==> src/rtl/sw_debounce_if.sv <==
// Switch-conditioning bus: raw switch pins in, debounced level and edge events out.
interface sw_debounce_if #(
  parameter int unsigned WIDTH = 16
);
  logic [WIDTH-1:0] sw_raw;
  logic [WIDTH-1:0] sw_db;
  logic [WIDTH-1:0] sw_rise;
  logic [WIDTH-1:0] sw_fall;
  logic [WIDTH-1:0] sw_toggle;

  modport master (
    output sw_raw,
    input  sw_db,
    input  sw_rise,
    input  sw_fall,
    input  sw_toggle
  );

  modport slave (
    input  sw_raw,
    output sw_db,
    output sw_rise,
    output sw_fall,
    output sw_toggle
  );
endinterface

==> src/rtl/sw_debounce.sv <==
// Per-channel 2-flop synchroniser, stability-counter debouncer and rise/fall pulse generator.
// Optional toggle latch on each rise is enabled by defining SW_DEBOUNCE_TOGGLE_EN.
module sw_debounce #(
  parameter int unsigned WIDTH           = 16,
  parameter int unsigned DEBOUNCE_CYCLES = 1_000_000,
  parameter int unsigned CNT_W           = 20
) (
  input logic          clk,
  input logic          rst_n,
  sw_debounce_if.slave sw_bus
);

  localparam logic [CNT_W-1:0] CntMax = CNT_W'(DEBOUNCE_CYCLES - 1);

  logic [WIDTH-1:0] sync1_q, sync1_d;
  logic [WIDTH-1:0] sync2_q, sync2_d;
  logic [WIDTH-1:0] db_q, db_d;
  logic [WIDTH-1:0] rise_q, rise_d;
  logic [WIDTH-1:0] fall_q, fall_d;
  logic [CNT_W-1:0] cnt_q [WIDTH];
  logic [CNT_W-1:0] cnt_d [WIDTH];

  always_comb begin
    sync1_d = sw_bus.sw_raw;
    sync2_d = sync1_q;
    db_d    = db_q;
    rise_d  = '0;
    fall_d  = '0;
    for (int i = 0; i < int'(WIDTH); i++) begin
      cnt_d[i] = cnt_q[i];
      if (sync2_q[i] == db_q[i]) begin
        // Any return to the accepted level restarts the full stability window.
        cnt_d[i] = '0;
      end else if (cnt_q[i] == CntMax) begin
        db_d[i]   = sync2_q[i];
        cnt_d[i]  = '0;
        rise_d[i] = sync2_q[i];
        fall_d[i] = ~sync2_q[i];
      end else begin
        cnt_d[i] = cnt_q[i] + CNT_W'(1);
      end
    end
  end

  always_ff @(posedge clk or negedge rst_n) begin
    if (!rst_n) begin
      sync1_q <= '0;
      sync2_q <= '0;
      db_q    <= '0;
      rise_q  <= '0;
      fall_q  <= '0;
      for (int i = 0; i < int'(WIDTH); i++) begin
        cnt_q[i] <= '0;
      end
    end else begin
      sync1_q <= sync1_d;
      sync2_q <= sync2_d;
      db_q    <= db_d;
      rise_q  <= rise_d;
      fall_q  <= fall_d;
      for (int i = 0; i < int'(WIDTH); i++) begin
        cnt_q[i] <= cnt_d[i];
      end
    end
  end

  assign sw_bus.sw_db   = db_q;
  assign sw_bus.sw_rise = rise_q;
  assign sw_bus.sw_fall = fall_q;

`ifdef SW_DEBOUNCE_TOGGLE_EN
  logic [WIDTH-1:0] toggle_q, toggle_d;

  // Flips on the same edge the accepted level rises.
  always_comb begin
    toggle_d = toggle_q ^ rise_d;
  end

  always_ff @(posedge clk or negedge rst_n) begin
    if (!rst_n) begin
      toggle_q <= '0;
    end else begin
      toggle_q <= toggle_d;
    end
  end

  assign sw_bus.sw_toggle = toggle_q;
`else
  assign sw_bus.sw_toggle = '0;
`endif

endmodule
==> src/flat_wrapper.sv <==
// flat-port wrapper written by rule: the top's interface ports become plain ports
module sw_debounce_flat 
#(
  parameter int unsigned WIDTH           = 16,
  parameter int unsigned DEBOUNCE_CYCLES = 1_000_000,
  parameter int unsigned CNT_W           = 20
)
  (clk, rst_n, sw_bus_sw_raw, sw_bus_sw_db, sw_bus_sw_rise, sw_bus_sw_fall, sw_bus_sw_toggle);
  sw_debounce_if #(.WIDTH(WIDTH)) sw_bus_i ();
  input logic clk;
  input logic rst_n;
  input wire logic [$bits(sw_bus_i.sw_raw)-1:0] sw_bus_sw_raw;
  output wire logic [$bits(sw_bus_i.sw_db)-1:0] sw_bus_sw_db;
  output wire logic [$bits(sw_bus_i.sw_rise)-1:0] sw_bus_sw_rise;
  output wire logic [$bits(sw_bus_i.sw_fall)-1:0] sw_bus_sw_fall;
  output wire logic [$bits(sw_bus_i.sw_toggle)-1:0] sw_bus_sw_toggle;
  assign sw_bus_i.sw_raw = sw_bus_sw_raw;
  assign sw_bus_sw_db = sw_bus_i.sw_db;
  assign sw_bus_sw_rise = sw_bus_i.sw_rise;
  assign sw_bus_sw_fall = sw_bus_i.sw_fall;
  assign sw_bus_sw_toggle = sw_bus_i.sw_toggle;
  sw_debounce #(.WIDTH(WIDTH), .DEBOUNCE_CYCLES(DEBOUNCE_CYCLES), .CNT_W(CNT_W)) u_core (.clk(clk), .rst_n(rst_n), .sw_bus(sw_bus_i));
endmodule
==> config.mk <==
export PLATFORM = sky130hd
export DESIGN_NAME = sw_debounce_flat
export DESIGN_NICKNAME = d
export VERILOG_FILES = /design/src/rtl/sw_debounce_if.sv /design/src/rtl/sw_debounce.sv /design/src/flat_wrapper.sv
export SDC_FILE = /design/constraint.sdc
export NUM_CORES = 1
export LEC_CHECK = 0
export CAP_MARGIN = 20
export CORE_ASPECT_RATIO = 1.1
export CORE_UTILIZATION = 35
export DETAILED_ROUTE_END_ITERATION = 7
export GPL_ROUTABILITY_DRIVEN = 0
export GPL_TIMING_DRIVEN = 0
export PLACE_DENSITY = 0.52
export SLEW_MARGIN = 40
export SYNTH_ARGS = -nofsm -noshare
export SYNTH_HDL_FRONTEND = slang
export SYNTH_SLANG_ARGS = --single-unit
==> constraint.sdc <==
create_clock -name clk -period 2.4 [get_ports clk]
set_input_delay 0.36 -clock clk [delete_from_list [all_inputs] [get_ports clk]]
set_output_delay 0.36 -clock clk [all_outputs]
set_load 0.01 [all_outputs]
==> impl_results.md <==
* DIE AREA at 54470 um^2
* Reg-to-reg slack, setup at 0.12 ns
* Max_slew headroom at 57.33%
* Layout Area Growth over Synthesis at 18.14%
* WS Path Type: reg -> reg
* Die height at 244.7 um
* Worst path slowest cell: or4_1
* Sw Ratio at 21.71%
* Buffer and inverter count on the worst path at 1
* DR iter-0 viols at 625
* Top cells by area, synth: dfrtp_1 53%, xnor2_1 5.9%, nor2_1 4.9%, xor2_1 4.2%, nand3_1 3.2%
* # rows at 88
* Final HPWL DP at 24070 um
* Status: finished clean
* Synth cell types at 52
* Antenna violations before repair at 0
* N_diodes at 0
* CTS root buf: clkbuf_16
* CTS tree: yes
* Synthesized area at 18740 um^2
* Setup-failing EPs final at 0
* Top-area cell type share of the netlist area at 53.42%
* Worst Hold Class: in -> reg
* Share of cells above drive strength 1 at 8.042%
* Clock Skews at 0.01108 ns
* Worst setup SP type: flop
* GRT Total Usage at 13.83%
* Setup Fix Bufs, Post-CTS at 0
* Hold_ws at 0.2301 ns
* Post-synth EDFFs at 0
* RR Endpoint: u_core.cnt_q[130]$_DFF_PN0_
* Seq pwr share at 47.5%
* LEAKAGE at 8.791 nW
* Register bit count reported by yosys at 400
* Util after Layout at 42.06%
* H-Tree Depth at 2
* Die span in x at 222.6 um
* Routed vias at 13660
* Total negative slack at 0 ns
* Worst-Margin Slew at 0.6341 ns
* Worst reg2reg path depth at 5
* Switching power at 3.173 mW
* Critical path arrival at 2.73 ns
* # IOs at 82
* Clock sink total at 400
* Comb pwr share at 3.2%
* Most used DFF post-synth: dfrtp_1
* Antenna-violating nets left at 0
* Number of global-route vias before repair at 13600
* CP required at 2.85 ns
* First-pass detailed-route iteration total at 5
* Count of pins over their slew limit at 0
* Warnings from Yosys at 0
* Largest net degree at the start of global routing at 74
* Filler Cells Inserted at 5069
* Clk pin slew, worst setup/hold paths at 0.06 ns
* Crit-path max FO at 10
* Power per Cell Area at 660.2 nW/um^2
* Synth area leader: dfrtp_1
* Clk buf depth at 3
* Mapped Cells at 1834
* Syn avg cell area at 10.22 um^2
* Place WS at -0.1594 ns
* CTS Buf Count at 47
* Asr flop ratio synth at 100.0%
* Initial core utilization at 35.61%
* Peak supply drop at 0.4264 mV
* Clock share of power at 49.4%
* WL final at 36520 um
* Min Clock Period, post-route at 2.279 ns
* Setup crit end: u_core.cnt_q[130]$_DFF_PN0_
* Vias per cell at 5.103
* Critical path cell sequence: or4_1, or4_4, o21ai_2, clkbuf_4, nor2_1
* Port Buffers at 65
* Crit Reg-Reg Startpoint: u_core.cnt_q[132]$_DFF_PN0_
* Inst Count DP at 2594
* Final hold violations at 0
* Final nets at 2003
* Gr ovfl total at 0
* Kind of cell adding the most delay to the critical path: simple AND/OR/NAND/NOR gates
* P_int at 11.44 mW
* Stages on worst setup path at 5
* Hold path depth at 1
* Fmax at 438.8 MHz
* CP endpoint kind: flop
* First-pass GRT wire length at 64550 um
* Seq/Total Area, Yosys at 53.42%
* # DRC at 0
* Max-cap violations at 0
* Crit-path max cell delay at 0.53 ns
* Finished Layout Cells at 2677
* Final Cycle Share at 94.96%
* DR WL/cell at 13.64 um
* Core region area at 52630 um^2
* Worst setup margin at 0.1210 ns
* Crit path from: u_core.cnt_q[132]$_DFF_PN0_
* Worst-Skew Late Latency at 0.57 ns
[cell usage in the layout, fill, tap and decap left out, drive strengths merged, types with 64 or more instances in the layout]
master / count
xor2: 89
a21oi: 82
clkbuf: 95
dfrtp: 400
nand3: 118
nor2: 245
nand2: 89
clkdlybuf4s50: 64
xnor2: 126
nand4: 78
[worst min-delay path by stage]
stage / slack, ns / start / end
after detailed placement: 0.33 / u_core.sync1_q[2]$_DFF_PN0_ / u_core.sync2_q[2]$_DFF_PN0_
after floorplan: 0.06 / rst_n / u_core.cnt_q[0]$_DFF_PN0_
after CTS: 0.18 / sw_bus_sw_raw[9] / u_core.sync1_q[9]$_DFF_PN0_
after global routing: 0.20 / sw_bus_sw_raw[4] / u_core.sync1_q[4]$_DFF_PN0_
after global placement: 0.33 / u_core.sync1_q[2]$_DFF_PN0_ / u_core.sync2_q[2]$_DFF_PN0_
final: 0.23 / sw_bus_sw_raw[9] / u_core.sync1_q[9]$_DFF_PN0_
[synthesized netlist by cell type (3+ instances only)]
| library cell | instances |
|---|---|
| nand2_1 | 89 |
| or2_2 | 6 |
| nand3b_1 | 3 |
| nor4b_1 | 7 |
| a31o_2 | 6 |
| xor2_1 | 89 |
| buf_2 | 8 |
| nand2b_1 | 4 |
| inv_1 | 45 |
| ha_1 | 16 |
| nand3_1 | 118 |
| nor4bb_1 | 7 |
| clkbuf_1 | 28 |
| and4_1 | 21 |
| and2_1 | 15 |
| o31ai_2 | 7 |
| o31ai_1 | 26 |
| mux2_2 | 15 |
| nor3_1 | 48 |
| or4b_1 | 3 |
| nand4_1 | 78 |
| or3_1 | 58 |
| a21oi_1 | 82 |
| nand4b_1 | 10 |
| nor2_1 | 245 |
| nor4_1 | 50 |
| o21ai_0 | 50 |
| buf_4 | 17 |
| nor3b_1 | 32 |
| dfrtp_1 | 400 |
| or4b_2 | 6 |
| o221ai_1 | 4 |
| xnor2_1 | 126 |
| mux2i_1 | 5 |
| or4_1 | 40 |
| and3_1 | 47 |
[repair_timing]
action                                 CTS  global route
gates resized for setup                  3            17
setup endpoints to repair               20           106
hold buffers                             1             0
pin swaps                                0             1
endpoints found under the hold margin   59             0
[metal layers]
| metal | part of all wire, % | track usage [%] | vias to the layer above | wire length (um) |
|---|---|---|---|---|
| li1 | - | - | 6816 | - |
| met1 | 47 | 18.21 | 6629 | 17140 |
| met2 | 47 | 22.94 | 160 | 17340 |
| met3 | 3.2 | 2.286 | 55 | 1159 |
| met4 | 2.4 | 4.970 | 0 | 881 |
| met5 | 0 | 0 | - | 0 |
[power by group through the flow]
stage	Sequential [mW]	Clock, mW	Combinational [mW]
CTS	6.93	7.54	0.479
detailed placement	7.05	0	0.474
global placement	7.06	0	0.439
floorplan	7.03	0	0.214
global route	6.95	7.76	0.542
finish	6.93	7.21	0.465
[registers in the layout, indices dropped and copies added, names as in the netlist]
signal                 count
u_core.cnt_q             320
u_core.sw_bus.sw_db       16
u_core.sw_bus.sw_fall     16
u_core.sw_bus.sw_rise     16
u_core.sync1_q            16
u_core.sync2_q            16
[stage by stage]
step | power (mW) | instance area, um^2
floorplan | 7.246 | 18800
detailed placement | 7.527 | 20440
CTS | 14.95 | 22050
finish | 14.62 | 22140
global route | 15.25 | 22140
global placement | 7.504 | 20290
[cell type report]
type | count | area (um^2) | share of cell area [%]
tap | 675 | 844.6 | 3.815
clock buffer | 66 | 1390 | 6.279
clock inverter | 16 | 186.4 | 0.8421
buffer | 53 | 279.0 | 1.260
timing repair buffer | 71 | 803.3 | 3.628
sequential | 400 | 10010 | 45.21
multi-input combinational | 1351 | 8457 | 38.20
inverter | 45 | 168.9 | 0.7630
[kinds of logic after synthesis]
group	Yosys count	share of synthesized area [%]
and+or+nand+nor	896	25.75
DFF	400	53.42
xor gates and xnor gates	215	10.05
AOI/OAI and AO/OA	187	6.089
buffers and inverters	98	2.357
muxes	21	1.249
adders and majority gates	16	1.068
other	1	0.02001
Power figures use the tool's default switching activity.
